==> src/rtl/result_uart_pack_pkg.sv <==
// -----------------------------------------------------------------------------
// result_uart_pack_pkg
// Shared definitions for the result-to-UART framer: default header bytes,
// framer state encoding, byte-index width and the checksum step.
// -----------------------------------------------------------------------------
package result_uart_pack_pkg;

  localparam logic [7:0] HDR0_DEF = 8'hAA;
  localparam logic [7:0] HDR1_DEF = 8'h55;

  // Four bytes per 32-bit word, emitted most significant first.
  localparam int BIDX_W = 2;

  typedef enum logic [2:0] {
    S_IDLE,
    S_HDR0,
    S_HDR1,
    S_LEN_H,
    S_LEN_L,
    S_DATA,
    S_CSUM
  } state_e;

  // 8-bit wrap-around checksum step.
  function automatic logic [7:0] csum_add(input logic [7:0] acc, input logic [7:0] b);
    return acc + b;
  endfunction

endpackage

==> src/rtl/result_uart_pack_if.sv <==
// -----------------------------------------------------------------------------
// result_uart_pack_if
// Bundles the framer's upstream (calibration results, frame control), the
// uart_tx byte handshake and the status flags.
//   master : drives frame_start/data_len/valid_in/result_in and tx_done
//   slave  : the framer; drives tx_en/tx_data/busy/overflow
// -----------------------------------------------------------------------------
interface result_uart_pack_if;

  logic        frame_start;
  logic [15:0] data_len;
  logic        valid_in;
  logic [31:0] result_in;
  logic        tx_done;
  logic        tx_en;
  logic [7:0]  tx_data;
  logic        busy;
  logic        overflow;

  modport master (
    output frame_start, data_len, valid_in, result_in, tx_done,
    input  tx_en, tx_data, busy, overflow
  );

  modport slave (
    input  frame_start, data_len, valid_in, result_in, tx_done,
    output tx_en, tx_data, busy, overflow
  );

endinterface

==> src/rtl/result_uart_pack_fifo.sv <==
// -----------------------------------------------------------------------------
// pack_fifo
// Synchronous FIFO buffering calibrated result words for the framer.
//   clk, rst_n : clock, asynchronous active-low reset (pointers only)
//   flush_i    : empties the FIFO (takes priority over push/pop)
//   wr_en_i    : push din_i; refused while full_o
//   din_i      : word to push
//   rd_en_i    : pop; refused while empty_o
//   dout_o     : popped word, registered, valid the cycle after rd_en_i and
//                held until the next accepted pop
//   full_o     : no free entry
//   empty_o    : no stored entry
// -----------------------------------------------------------------------------
module pack_fifo #(
  parameter int DEPTH = 16,
  parameter int W     = 32
) (
  input  logic         clk,
  input  logic         rst_n,
  input  logic         flush_i,
  input  logic         wr_en_i,
  input  logic [W-1:0] din_i,
  input  logic         rd_en_i,
  output logic [W-1:0] dout_o,
  output logic         full_o,
  output logic         empty_o
);

  localparam int AW = $clog2(DEPTH);

  // Pointers carry one extra wrap bit to tell full from empty.
  logic [AW:0]  wr_ptr_q, rd_ptr_q;
  logic [W-1:0] mem_q [DEPTH];
  logic [W-1:0] dout_q;
  logic         wr_ok, rd_ok;

  assign empty_o = (wr_ptr_q == rd_ptr_q);
  assign full_o  = (wr_ptr_q[AW] != rd_ptr_q[AW]) &&
                   (wr_ptr_q[AW-1:0] == rd_ptr_q[AW-1:0]);
  assign wr_ok   = wr_en_i & ~full_o;
  assign rd_ok   = rd_en_i & ~empty_o;
  assign dout_o  = dout_q;

  always_ff @(posedge clk or negedge rst_n) begin
    if (!rst_n) begin
      wr_ptr_q <= '0;
      rd_ptr_q <= '0;
    end else if (flush_i) begin
      wr_ptr_q <= '0;
      rd_ptr_q <= '0;
    end else begin
      if (wr_ok) wr_ptr_q <= wr_ptr_q + 1'b1;
      if (rd_ok) rd_ptr_q <= rd_ptr_q + 1'b1;
    end
  end

  // Storage and read register hold data only; no reset needed.
  always_ff @(posedge clk) begin
    if (wr_ok) mem_q[wr_ptr_q[AW-1:0]] <= din_i;
    if (rd_ok) dout_q <= mem_q[rd_ptr_q[AW-1:0]];
  end

endmodule

==> src/rtl/result_uart_pack.sv <==
// -----------------------------------------------------------------------------
// result_uart_pack
// Collects calibrated float words into a FIFO and serialises them to uart_tx as
//   0xAA 0x55 LEN_H LEN_L {word B3..B0}*LEN CSUM
// CSUM is the 8-bit wrap-around sum of LEN_H, LEN_L and all data bytes.
//   clk, rst_n  : clock, asynchronous active-low reset
//   bus (slave) : frame_start/data_len, valid_in/result_in, tx_done in;
//                 tx_en/tx_data, busy, overflow out
// -----------------------------------------------------------------------------
module result_uart_pack
  import result_uart_pack_pkg::*;
#(
  parameter int         FIFO_DEPTH = 16,
  parameter logic [7:0] HDR0       = HDR0_DEF,
  parameter logic [7:0] HDR1       = HDR1_DEF
) (
  input  logic               clk,
  input  logic               rst_n,
  result_uart_pack_if.slave  bus
);

  state_e              state_q, state_d;
  logic [15:0]         len_q, len_d;
  logic [15:0]         wcnt_q, wcnt_d;
  logic [BIDX_W-1:0]   bidx_q, bidx_d;
  logic                fetch_q, fetch_d;
  logic                ld_q;
  logic [31:0]         shreg_q, shreg_d;
  logic [7:0]          csum_q, csum_d;
  logic [7:0]          tx_data_q, tx_data_d;
  logic                tx_en_q, tx_en_d;
  logic                ovf_q, ovf_d;

  logic                fifo_wr, fifo_rd, fifo_full, fifo_empty;
  logic [31:0]         fifo_dout;
  logic                busy_w, done_ok, last_byte, last_word;

  pack_fifo #(
    .DEPTH (FIFO_DEPTH),
    .W     (32)
  ) u_fifo (
    .clk     (clk),
    .rst_n   (rst_n),
    .flush_i (state_q == S_IDLE && bus.frame_start),
    .wr_en_i (fifo_wr),
    .din_i   (bus.result_in),
    .rd_en_i (fifo_rd),
    .dout_o  (fifo_dout),
    .full_o  (fifo_full),
    .empty_o (fifo_empty)
  );

  assign busy_w    = (state_q != S_IDLE);
  assign fifo_wr   = bus.valid_in & busy_w;
  // While a freshly popped word is being presented (ld_q) its byte has only
  // just been issued, so a tx_done then cannot belong to it.
  assign done_ok   = bus.tx_done & ~ld_q;
  assign last_byte = (bidx_q == BIDX_W'(3));
  assign last_word = (wcnt_q == len_q - 16'd1);

  // Pop as soon as a word is needed and available: straight out of LEN_L,
  // after the previous word's B0, or while stalled waiting for data.
  always_comb begin
    fifo_rd = 1'b0;
    if (!fifo_empty) begin
      if (state_q == S_LEN_L && done_ok && len_q != 16'd0) fifo_rd = 1'b1;
      if (state_q == S_DATA && !ld_q) begin
        if (fetch_q)                                  fifo_rd = 1'b1;
        else if (done_ok && last_byte && !last_word)  fifo_rd = 1'b1;
      end
    end
  end

  // State register
  always_ff @(posedge clk or negedge rst_n) begin
    if (!rst_n) state_q <= S_IDLE;
    else        state_q <= state_d;
  end

  // Next-state logic
  always_comb begin
    state_d = state_q;
    unique case (state_q)
      S_IDLE:  if (bus.frame_start) state_d = S_HDR0;
      S_HDR0:  if (done_ok) state_d = S_HDR1;
      S_HDR1:  if (done_ok) state_d = S_LEN_H;
      S_LEN_H: if (done_ok) state_d = S_LEN_L;
      S_LEN_L: if (done_ok) state_d = (len_q == 16'd0) ? S_CSUM : S_DATA;
      S_DATA:  if (done_ok && !fetch_q && last_byte && last_word) state_d = S_CSUM;
      S_CSUM:  if (done_ok) state_d = S_IDLE;
      default: state_d = S_IDLE;
    endcase
  end

  // Output / datapath next values
  always_comb begin
    tx_en_d   = fifo_rd;   // a pop always issues that word's B3 next cycle
    tx_data_d = tx_data_q;
    csum_d    = csum_q;
    len_d     = len_q;
    wcnt_d    = wcnt_q;
    bidx_d    = bidx_q;
    fetch_d   = fetch_q;
    shreg_d   = shreg_q;
    ovf_d     = ovf_q | (fifo_wr & fifo_full);

    unique case (state_q)
      S_IDLE: begin
        if (bus.frame_start) begin
          len_d     = bus.data_len;
          ovf_d     = 1'b0;
          csum_d    = 8'h00;
          wcnt_d    = 16'd0;
          bidx_d    = '0;
          fetch_d   = 1'b0;
          tx_en_d   = 1'b1;
          tx_data_d = HDR0;
        end
      end
      S_HDR0: begin
        if (done_ok) begin
          tx_en_d   = 1'b1;
          tx_data_d = HDR1;
        end
      end
      S_HDR1: begin
        if (done_ok) begin
          tx_en_d   = 1'b1;
          tx_data_d = len_q[15:8];
          csum_d    = csum_add(csum_q, len_q[15:8]);
        end
      end
      S_LEN_H: begin
        if (done_ok) begin
          tx_en_d   = 1'b1;
          tx_data_d = len_q[7:0];
          csum_d    = csum_add(csum_q, len_q[7:0]);
        end
      end
      S_LEN_L: begin
        if (done_ok) begin
          if (len_q == 16'd0) begin
            tx_en_d   = 1'b1;
            tx_data_d = csum_q;
          end else begin
            wcnt_d  = 16'd0;
            bidx_d  = '0;
            fetch_d = fifo_empty;
          end
        end
      end
      S_DATA: begin
        if (ld_q) begin
          // B3 goes out straight from the FIFO register this cycle; capture
          // it and keep the remaining three bytes in the shift register.
          tx_data_d = fifo_dout[31:24];
          shreg_d   = {fifo_dout[23:0], 8'h00};
          csum_d    = csum_add(csum_q, fifo_dout[31:24]);
        end else if (fetch_q) begin
          if (!fifo_empty) fetch_d = 1'b0;
        end else if (done_ok) begin
          if (!last_byte) begin
            bidx_d    = bidx_q + BIDX_W'(1);
            tx_en_d   = 1'b1;
            tx_data_d = shreg_q[31:24];
            shreg_d   = {shreg_q[23:0], 8'h00};
            csum_d    = csum_add(csum_q, shreg_q[31:24]);
          end else if (last_word) begin
            tx_en_d   = 1'b1;
            tx_data_d = csum_q;
          end else begin
            wcnt_d  = wcnt_q + 16'd1;
            bidx_d  = '0;
            fetch_d = fifo_empty;
          end
        end
      end
      S_CSUM: ;
      default: ;
    endcase
  end

  // Control registers
  always_ff @(posedge clk or negedge rst_n) begin
    if (!rst_n) begin
      tx_en_q   <= 1'b0;
      tx_data_q <= 8'h00;
      ovf_q     <= 1'b0;
      wcnt_q    <= 16'd0;
      bidx_q    <= '0;
      fetch_q   <= 1'b0;
      ld_q      <= 1'b0;
    end else begin
      tx_en_q   <= tx_en_d;
      tx_data_q <= tx_data_d;
      ovf_q     <= ovf_d;
      wcnt_q    <= wcnt_d;
      bidx_q    <= bidx_d;
      fetch_q   <= fetch_d;
      ld_q      <= fifo_rd;
    end
  end

  // Data registers: always (re)initialised by frame_start or a pop before use.
  always_ff @(posedge clk) begin
    len_q   <= len_d;
    csum_q  <= csum_d;
    shreg_q <= shreg_d;
  end

  assign bus.tx_en    = tx_en_q;
  assign bus.tx_data  = ld_q ? fifo_dout[31:24] : tx_data_q;
  assign bus.busy     = busy_w;
  assign bus.overflow = ovf_q;

endmodule

==> src/flat_wrapper.sv <==
// flat-port wrapper written by rule: the top's interface ports become plain ports
module result_uart_pack_flat import result_uart_pack_pkg::*;
#(
  parameter int         FIFO_DEPTH = 16,
  parameter logic [7:0] HDR0       = HDR0_DEF,
  parameter logic [7:0] HDR1       = HDR1_DEF
)
  (clk, rst_n, bus_frame_start, bus_data_len, bus_valid_in, bus_result_in, bus_tx_done, bus_tx_en, bus_tx_data, bus_busy, bus_overflow);
  result_uart_pack_if bus_i ();
  input  logic clk;
  input  logic rst_n;
  input wire logic [$bits(bus_i.frame_start)-1:0] bus_frame_start;
  input wire logic [$bits(bus_i.data_len)-1:0] bus_data_len;
  input wire logic [$bits(bus_i.valid_in)-1:0] bus_valid_in;
  input wire logic [$bits(bus_i.result_in)-1:0] bus_result_in;
  input wire logic [$bits(bus_i.tx_done)-1:0] bus_tx_done;
  output wire logic [$bits(bus_i.tx_en)-1:0] bus_tx_en;
  output wire logic [$bits(bus_i.tx_data)-1:0] bus_tx_data;
  output wire logic [$bits(bus_i.busy)-1:0] bus_busy;
  output wire logic [$bits(bus_i.overflow)-1:0] bus_overflow;
  assign bus_i.frame_start = bus_frame_start;
  assign bus_i.data_len = bus_data_len;
  assign bus_i.valid_in = bus_valid_in;
  assign bus_i.result_in = bus_result_in;
  assign bus_i.tx_done = bus_tx_done;
  assign bus_tx_en = bus_i.tx_en;
  assign bus_tx_data = bus_i.tx_data;
  assign bus_busy = bus_i.busy;
  assign bus_overflow = bus_i.overflow;
  result_uart_pack #(.FIFO_DEPTH(FIFO_DEPTH), .HDR0(HDR0), .HDR1(HDR1)) u_core (.clk(clk), .rst_n(rst_n), .bus(bus_i));
endmodule
==> config.mk <==
export PLATFORM = sky130hd
export DESIGN_NAME = result_uart_pack_flat
export DESIGN_NICKNAME = d
export VERILOG_FILES = /design/src/rtl/result_uart_pack_pkg.sv /design/src/rtl/result_uart_pack_if.sv /design/src/rtl/result_uart_pack_fifo.sv /design/src/rtl/result_uart_pack.sv /design/src/flat_wrapper.sv
export SDC_FILE = /design/constraint.sdc
export NUM_CORES = 1
export LEC_CHECK = 0
export CAP_MARGIN = 20
export CORE_MARGIN = 5
export CORE_UTILIZATION = 30
export DETAILED_ROUTE_END_ITERATION = 8
export PLACE_DENSITY = 0.48
export SYNTH_ARGS = -nofsm -noshare
export SYNTH_HDL_FRONTEND = slang
export SYNTH_SLANG_ARGS = --single-unit
==> constraint.sdc <==
create_clock -name clk -period 4.5 [get_ports clk]
set_input_delay 0.675 -clock clk [delete_from_list [all_inputs] [get_ports clk]]
set_output_delay 0.675 -clock clk [all_outputs]
set_load 0.005 [all_outputs]
==> results of run 1 <==
[sequential cells by signal, indices dropped and copies added (netlist names)]
signal and cells:
u_core.bidx_q 2, u_core.u_fifo.dout_o 32, u_core.fetch_q 1, u_core.len_q 16
u_core.bus.tx_en 1, u_core.u_fifo.wr_ptr_q 5, u_core.bus.overflow 1, u_core.ld_q 1
u_core.shreg_q 24, u_core.tx_data_q 8, u_core.u_fifo.mem_q 512, u_core.csum_q 8
u_core.wcnt_q 16, u_core.state_q 3, u_core.u_fifo.rd_ptr_q 5
[worst max path at each step]
stage               depth (start not counted)       startpoint                       to  slack [ns]
floorplan                                   8  u_core.len_q[5]  u_core.u_fifo.dout_o[0]        1.29
global placement                           10  u_core.len_q[0]      u_core.tx_data_q[4]        0.76
detailed placement                         10  u_core.len_q[0]      u_core.tx_data_q[2]        0.72
CTS                                        10  u_core.len_q[0]      u_core.tx_data_q[3]        0.71
global route                               10  u_core.len_q[0]      u_core.tx_data_q[1]        0.49
finish                                     10  u_core.len_q[0]      u_core.tx_data_q[4]        0.65
[cells in the mapped netlist, drive strengths merged (5+ instances only)]
master	count	area, um2
a311o	5	50.1
edfxtp	592	17800
or3	10	62.6
dfrtp	43	1080
inv	34	128
nor2b	12	75.1
xnor2	22	193
a21oi	53	269
nor4	5	37.5
buf	33	169
o21ai	50	250
a211o	5	43.8
and2	25	156
and3	7	43.8
o211ai	5	37.5
nor2	47	179
nand3	14	70.1
xor2	14	123
or4	6	52.6
nand4	11	68.8
a21o	5	37.5
nand2	49	184
nand2b	5	38.8
ha	15	188
clkbuf	50	188
nor3	17	95.1
mux2	28	345
mux4	160	3600
o22ai	17	106
a211oi	7	52.6
[report_power, final]
part	total, W	switching, W	leakage (nW)	internal, W
clock	0.00544	0.00229	1.05	0.00316
combinational	0.00368	0.00198	2.56	0.00170
sequential	0.00743	0.000316	5.92	0.00711
total	0.0166	0.00459	9.53	0.0120
[kinds of logic after synthesis]
kind of cell               after synthesis  share of synthesized area (%)
xor gates and xnor gates                36                           1.21
buffers and inverters                  118                           1.87
AOI/OAI and AO/OA                      181                           4.37
muxes                                  192                           15.3
adders and majority gates               16                          0.795
and+or+nand+nor                        217                           4.36
DFF                                    635                           72.1
[worst reg2reg max path, cell delays in order (launching register included)]
cell      delay (ns)
edfxtp_1        0.54
inv_1           0.11
ha_1            0.25
nor2b_1         0.41
nand2_1         0.13
or4_1           0.51
a31oi_1         0.22
and4_1          0.44
nand2b_4        0.21
o31a_1          0.54
mux2_4          0.35
[through the flow]
stage,std cells,area [um2]
2_1_floorplan,1395,26100
5_1_grt,2696,30400
6_report,2697,30400
3_5_place_dp,2572,28300
3_3_place_gp,2572,28300
4_1_cts,2696,30400
[layer usage]
layer,routed length [um],share of wire [%]
met1,28800,44
met2,32200,49
met3,2380,3.7
met4,1690,2.6
met5,26,0.040
[layout make-up]
cell class / count / share of cell area [%]
multi-input cells: 642 / 22.4
well taps: 1155 / 4.75
inverters: 35 / 0.432
flip-flops and latches: 635 / 62.0
clock buffers: 97 / 6.26
clock inverters: 27 / 0.855
repair buffers: 105 / 3.34
diodes: 1 / 0.00822
==> impl_metrics.ini, run 1 <==
[timing]
worst_pin_slew_ns = 0.960
max_freq_ghz = 0.260
slew_violations = 0
finClkSkew_ns = 0.0364
rsz0062_at_grt = false
hold_viol_final = 0
post-route-period-util_pct = 85.5
setup_tns_ns = 0
slew_headroom_pct = 35.6
finalHoldWorstSlack_ns = 0.177
period_minus_slack_ns = 3.85
setup_viol = 0
fin_ws_ns = 0.651

[setup_path]
cp.required_ns = 4.99
path_max_fanout = 9
reg2reg_to = u_core.tx_data_q[4]
crit_arrival_ns = 4.34
reg2reg_depth = 10
r2r_slack_ns = 0.65
worstSetupStartpointType = register
end_kind = register
max_stage_delay_ns = 0.54
critical_path_class = reg2reg
cp_cell_sequence = inv_1 -> ha_1 -> nor2b_1 -> nand2_1 -> or4_1 -> a31oi_1 -> and4_1 -> nand2b_4 -> o31a_1 -> mux2_4
cp_top_family = simple AND/OR/NAND/NOR gates
rr_startpoint = u_core.len_q[0]
path_buf_inv = 1
critical_path.slowest_cell = edfxtp_1

[floorplanning]
row_count = 108
die_area_um2 = 93100
die_w_um = 305
initial_utilization_pct = 30.2
fp.dieH_um = 305
ioPinCount = 64
core_um2 = 86600

[logic_synthesis]
synth_nets = 1464
syn_area_per_cell_um2 = 18.7
synth_cell_types = 71
ys_async_sr_fraction_pct = 6.77
synth_flop_cell = edfxtp_1
synth_edf_count = 592
yosysSeqAreaShare_pct = 72.1
yosys_warnings = 0
syn_inst = 1395
synth_area_um2 = 26100
synth_seq_cells = 635

[pwr]
power_density_nw_per_um2 = 544
p_leak_nw = 9.53
power_w = 0.0166
vdd.ir_drop.worst_mv = 0.338

[outcome]
outcome = completed

[clocking]
cts_setup_buffers = 0
clockBufferDepth = 3
clk_pin_slew_ns = 0.06
ctsHoldBuffers = 0
cts_tree = yes
ctsResizeCount = 0
htree_levels = 3
cts_buffers = 71
clk_latency_ns = 0.61
cts-root-buf = clkbuf_16
clock_sinks = 635

[drt]
avgViaCountPerCell = 4.94
wl_per_cell_um = 24.1
drtPass1Iterations = 5
vias = 13300
drt-initial-drc-count = 914
drt.antenna.violating_nets = 0
drc = 0
drt-total-wl_um = 65100

[global_routing]
grt_pass1_wl_um = 96300
met2_usage_pct = 23.1
use_met1_pct = 18.6
grt_max_degree = 132
grt.busiest_layer = met2
grt_use_total_pct = 13.8
use_met3_pct = 2.34
grt_pass1_vias = 14100
grt_overflow_total = 0
antenna_found_initial = 4

[cells_and_area]
ff_latch_area_um2 = 18900
nNetsFinal = 1559
area_growth_pct = 16.5
multi_input_area_um2 = 6820
layout_commonest_cell = edfxtp_1
drive_gt1_share_pct = 23.0
fill_cells = 8103
layout_common_cells = edfxtp_1, mux4_2, clkbuf_16
final_util_pct = 35.1

[place]
port-buffer-count = 63
post-dp-hpwl_um = 38800
gp_congestion = 0.846
post-place-ws_ns = 0.722

[run]
maxCapViolations = 0

[worst_hold_path]
hp-class = in2async
Power figures use the tool's default switching activity.
==> run 2, diff against run 1 <==
Settings changed: CORE_ASPECT_RATIO set to 1.5, SYNTH_HIERARCHICAL set to 1.
==> impl_metrics.ini, run 2 <==
[timing]
rsz0062_at_grt = false
max_freq_ghz = 0.269
slew_violations = 0
worst_pin_slew_ns = 0.914
slew_headroom_pct = 38.6
hold_viol_final = 0
period_minus_slack_ns = 3.72
setup_viol = 0
post-route-period-util_pct = 82.7
finClkSkew_ns = 0.0219
setup_tns_ns = 0

[cells_and_area]
drive_gt1_share_pct = 16.4
layout_common_cells = edfxtp_1, mux2i_1, nand2_1
area_growth_pct = 14.9
nNetsFinal = 1775
instances_no_fill = 2913
largest_reg_flops = 512
layout_commonest_cell = edfxtp_1

[logic_synthesis]
synth_nets = 1696
yosysTopAreaCellShare_pct = 66.2
synth_cell_types = 76
synth.area.top_cells = edfxtp_1, mux2i_1, mux4_2
synth_seq_cells = 635
syn_area_per_cell_um2 = 16.5
yosys_warnings = 6
synth_area_um2 = 26800
synth_edf_count = 592
synth_top_area_cell = edfxtp_1
synth_common_cells = edfxtp_1, mux2i_1, nand2_1
syn_inst = 1626
yosysSeqAreaShare_pct = 70.2
synth_flop_cell = edfxtp_1
ys_async_sr_fraction_pct = 6.77
synth.most_common_cell = edfxtp_1

[clocking]
htree_levels = 2
clk_latency_ns = 0.64
cts-root-buf = clkbuf_16
cts_setup_buffers = 0
clock_sinks = 635
ctsHoldBuffers = 0
clk_pin_slew_ns = 0.06
cts_tree = yes
clockBufferDepth = 3
cts_buffers = 61
ctsResizeCount = 0

[setup_path]
cp_cell_sequence = nor4_4 -> and4b_1 -> nor3b_1 -> a211o_4 -> nor3_4 -> or4_1 -> nand2_1 -> a21boi_4 -> buf_4
cp_top_family = simple AND/OR/NAND/NOR gates
critical_path.slowest_cell = or4_1
r2r_slack_ns = 0.78
path_max_fanout = 23
worstSetupStartpointType = register
crit_arrival_ns = 4.03
critical_path_class = reg2reg
path_buf_inv = 1
end_kind = register
cp.required_ns = 4.81
max_stage_delay_ns = 0.54

[floorplanning]
die_area_um2 = 95700
ioPinCount = 64
die_w_um = 254
initial_utilization_pct = 30.2
core_um2 = 88900
fp.dieH_um = 376
row_count = 134

[drt]
avgViaCountPerCell = 5.06
drc = 0
drtPass1Iterations = 5
drt.antenna.violating_nets = 0
wl_per_cell_um = 24.2
drt-total-wl_um = 70400
drt-initial-drc-count = 1022
vias = 14800

[outcome]
outcome = completed

[pwr]
p_int_w = 0.0121
clkPwrFrac_pct = 27.4
p_leak_nw = 9.87
power_density_nw_per_um2 = 586
netSwitchingFraction_pct = 33.0
vdd.ir_drop.worst_mv = 0.365
power.net_switching_w = 0.00597
pwr-share-seq_pct = 42.1
comb_power_share_pct = 30.5

[place]
port-buffer-count = 63
gp_congestion = 0.873
place_inst = 2798
post-dp-hpwl_um = 43300

[global_routing]
grt_pass1_vias = 15400
grt_use_total_pct = 14.4
antenna_found_initial = 6
grt_max_degree = 85
grt_pass1_wl_um = 103000
grt_overflow_total = 0

[worst_hold_path]
hp-class = in2async

[run]
maxCapViolations = 0
-- run 2: cell count changes after synthesis, sizes merged, moves of 8 or more --
cell    previous run  this run
inv               34        26
or3               10         0
and3               7        17
a22oi              2        38
and2              25        14
buf               33        60
o21ai             50        64
or2                1        13
mux4             160        64
a221oi             2        65
nor2              47        55
clkbuf            50        40
nand2             49        85
mux2i              4       158
-- run 2: layer usage --
layer	vias to the layer above	track usage [%]	wire length, um
li1	6643	-	-
met1	7712	17.0	27600
met2	303	26.7	38300
met3	92	2.33	2860
met4	4	4.08	1600
met5	-	0	26
-- run 2: cell families (layout without fill, tap and decap cells) --
| family | Yosys count | after routing | synth area share [%] |
|---|---|---|---|
| DFF | 635 | 635 | 70.2 |
| AOI/OAI and AO/OA | 295 | 295 | 7.74 |
| and+or+nand+nor | 265 | 265 | 5.02 |
| muxes | 252 | 252 | 12.6 |
| buffers and inverters | 127 | 254 | 2.45 |
| xor gates and xnor gates | 35 | 35 | 1.14 |
| adders and majority gates | 17 | 17 | 0.820 |
| other | 0 | 4 | 0 |
-- run 2: final cells by class --
type	instances	area [um2]
Fill cell	8442	58000
Sequential cell	635	18900
Multi-Input combinational cell	864	7370
Clock buffer	74	1580
Tap cell	1156	1450
Timing Repair Buffer	116	1160
Clock inverter	37	312
Inverter	27	101
Antenna cell	4	10.0
-- run 2: worst paths after layout --
| check | endpoint | cells after the start | start |
|---|---|---|---|
| worst max-delay path | u_core/u_fifo/dout_o[19] | 9 | u_core/len_q[2] |
| worst min-delay path | u_core/tx_data_q[5] | 2 | rst_n |
| worst max register to register | u_core/u_fifo/dout_o[19] | 9 | u_core/len_q[2] |
| worst min register to register | u_core/bidx_q[1] | 1 | u_core/bidx_q[1] |
| max in group asynchronous | u_core/u_fifo/rd_ptr_q[1] | 2 | rst_n |
| min in group clk | u_core/bidx_q[1] | 1 | u_core/bidx_q[1] |
-- run 2: power groups by stage --
stage / sequential [W] / combinational, W / clock (W)
CTS: 0.00762 / 0.00562 / 0.00511
detailed placement: 0.00774 / 0.00560 / 0
global placement: 0.00772 / 0.00558 / 0
finish: 0.00761 / 0.00552 / 0.00495
floorplan: 0.00749 / 0.00388 / 0
global route: 0.00767 / 0.00598 / 0.00533
-- run 2: stage by stage --
| step | total power, W | hold slack [ns] | util (%) | area (um2) | setup slack [ns] |
|---|---|---|---|---|---|
| finish | 0.0181 | 0.115 | 34.7 | 30800 | 0.778 |
| global route | 0.0190 | 0.142 | 34.7 | 30800 | 0.496 |
| CTS | 0.0184 | 0.114 | 34.7 | 30800 | 0.772 |
| detailed placement | 0.0133 | 0.493 | 32.6 | 28900 | 0.812 |
| global placement | 0.0133 | 0.483 | 32.6 | 28900 | 0.865 |
| floorplan | 0.0114 | 0.379 | - | 26800 | 0.730 |
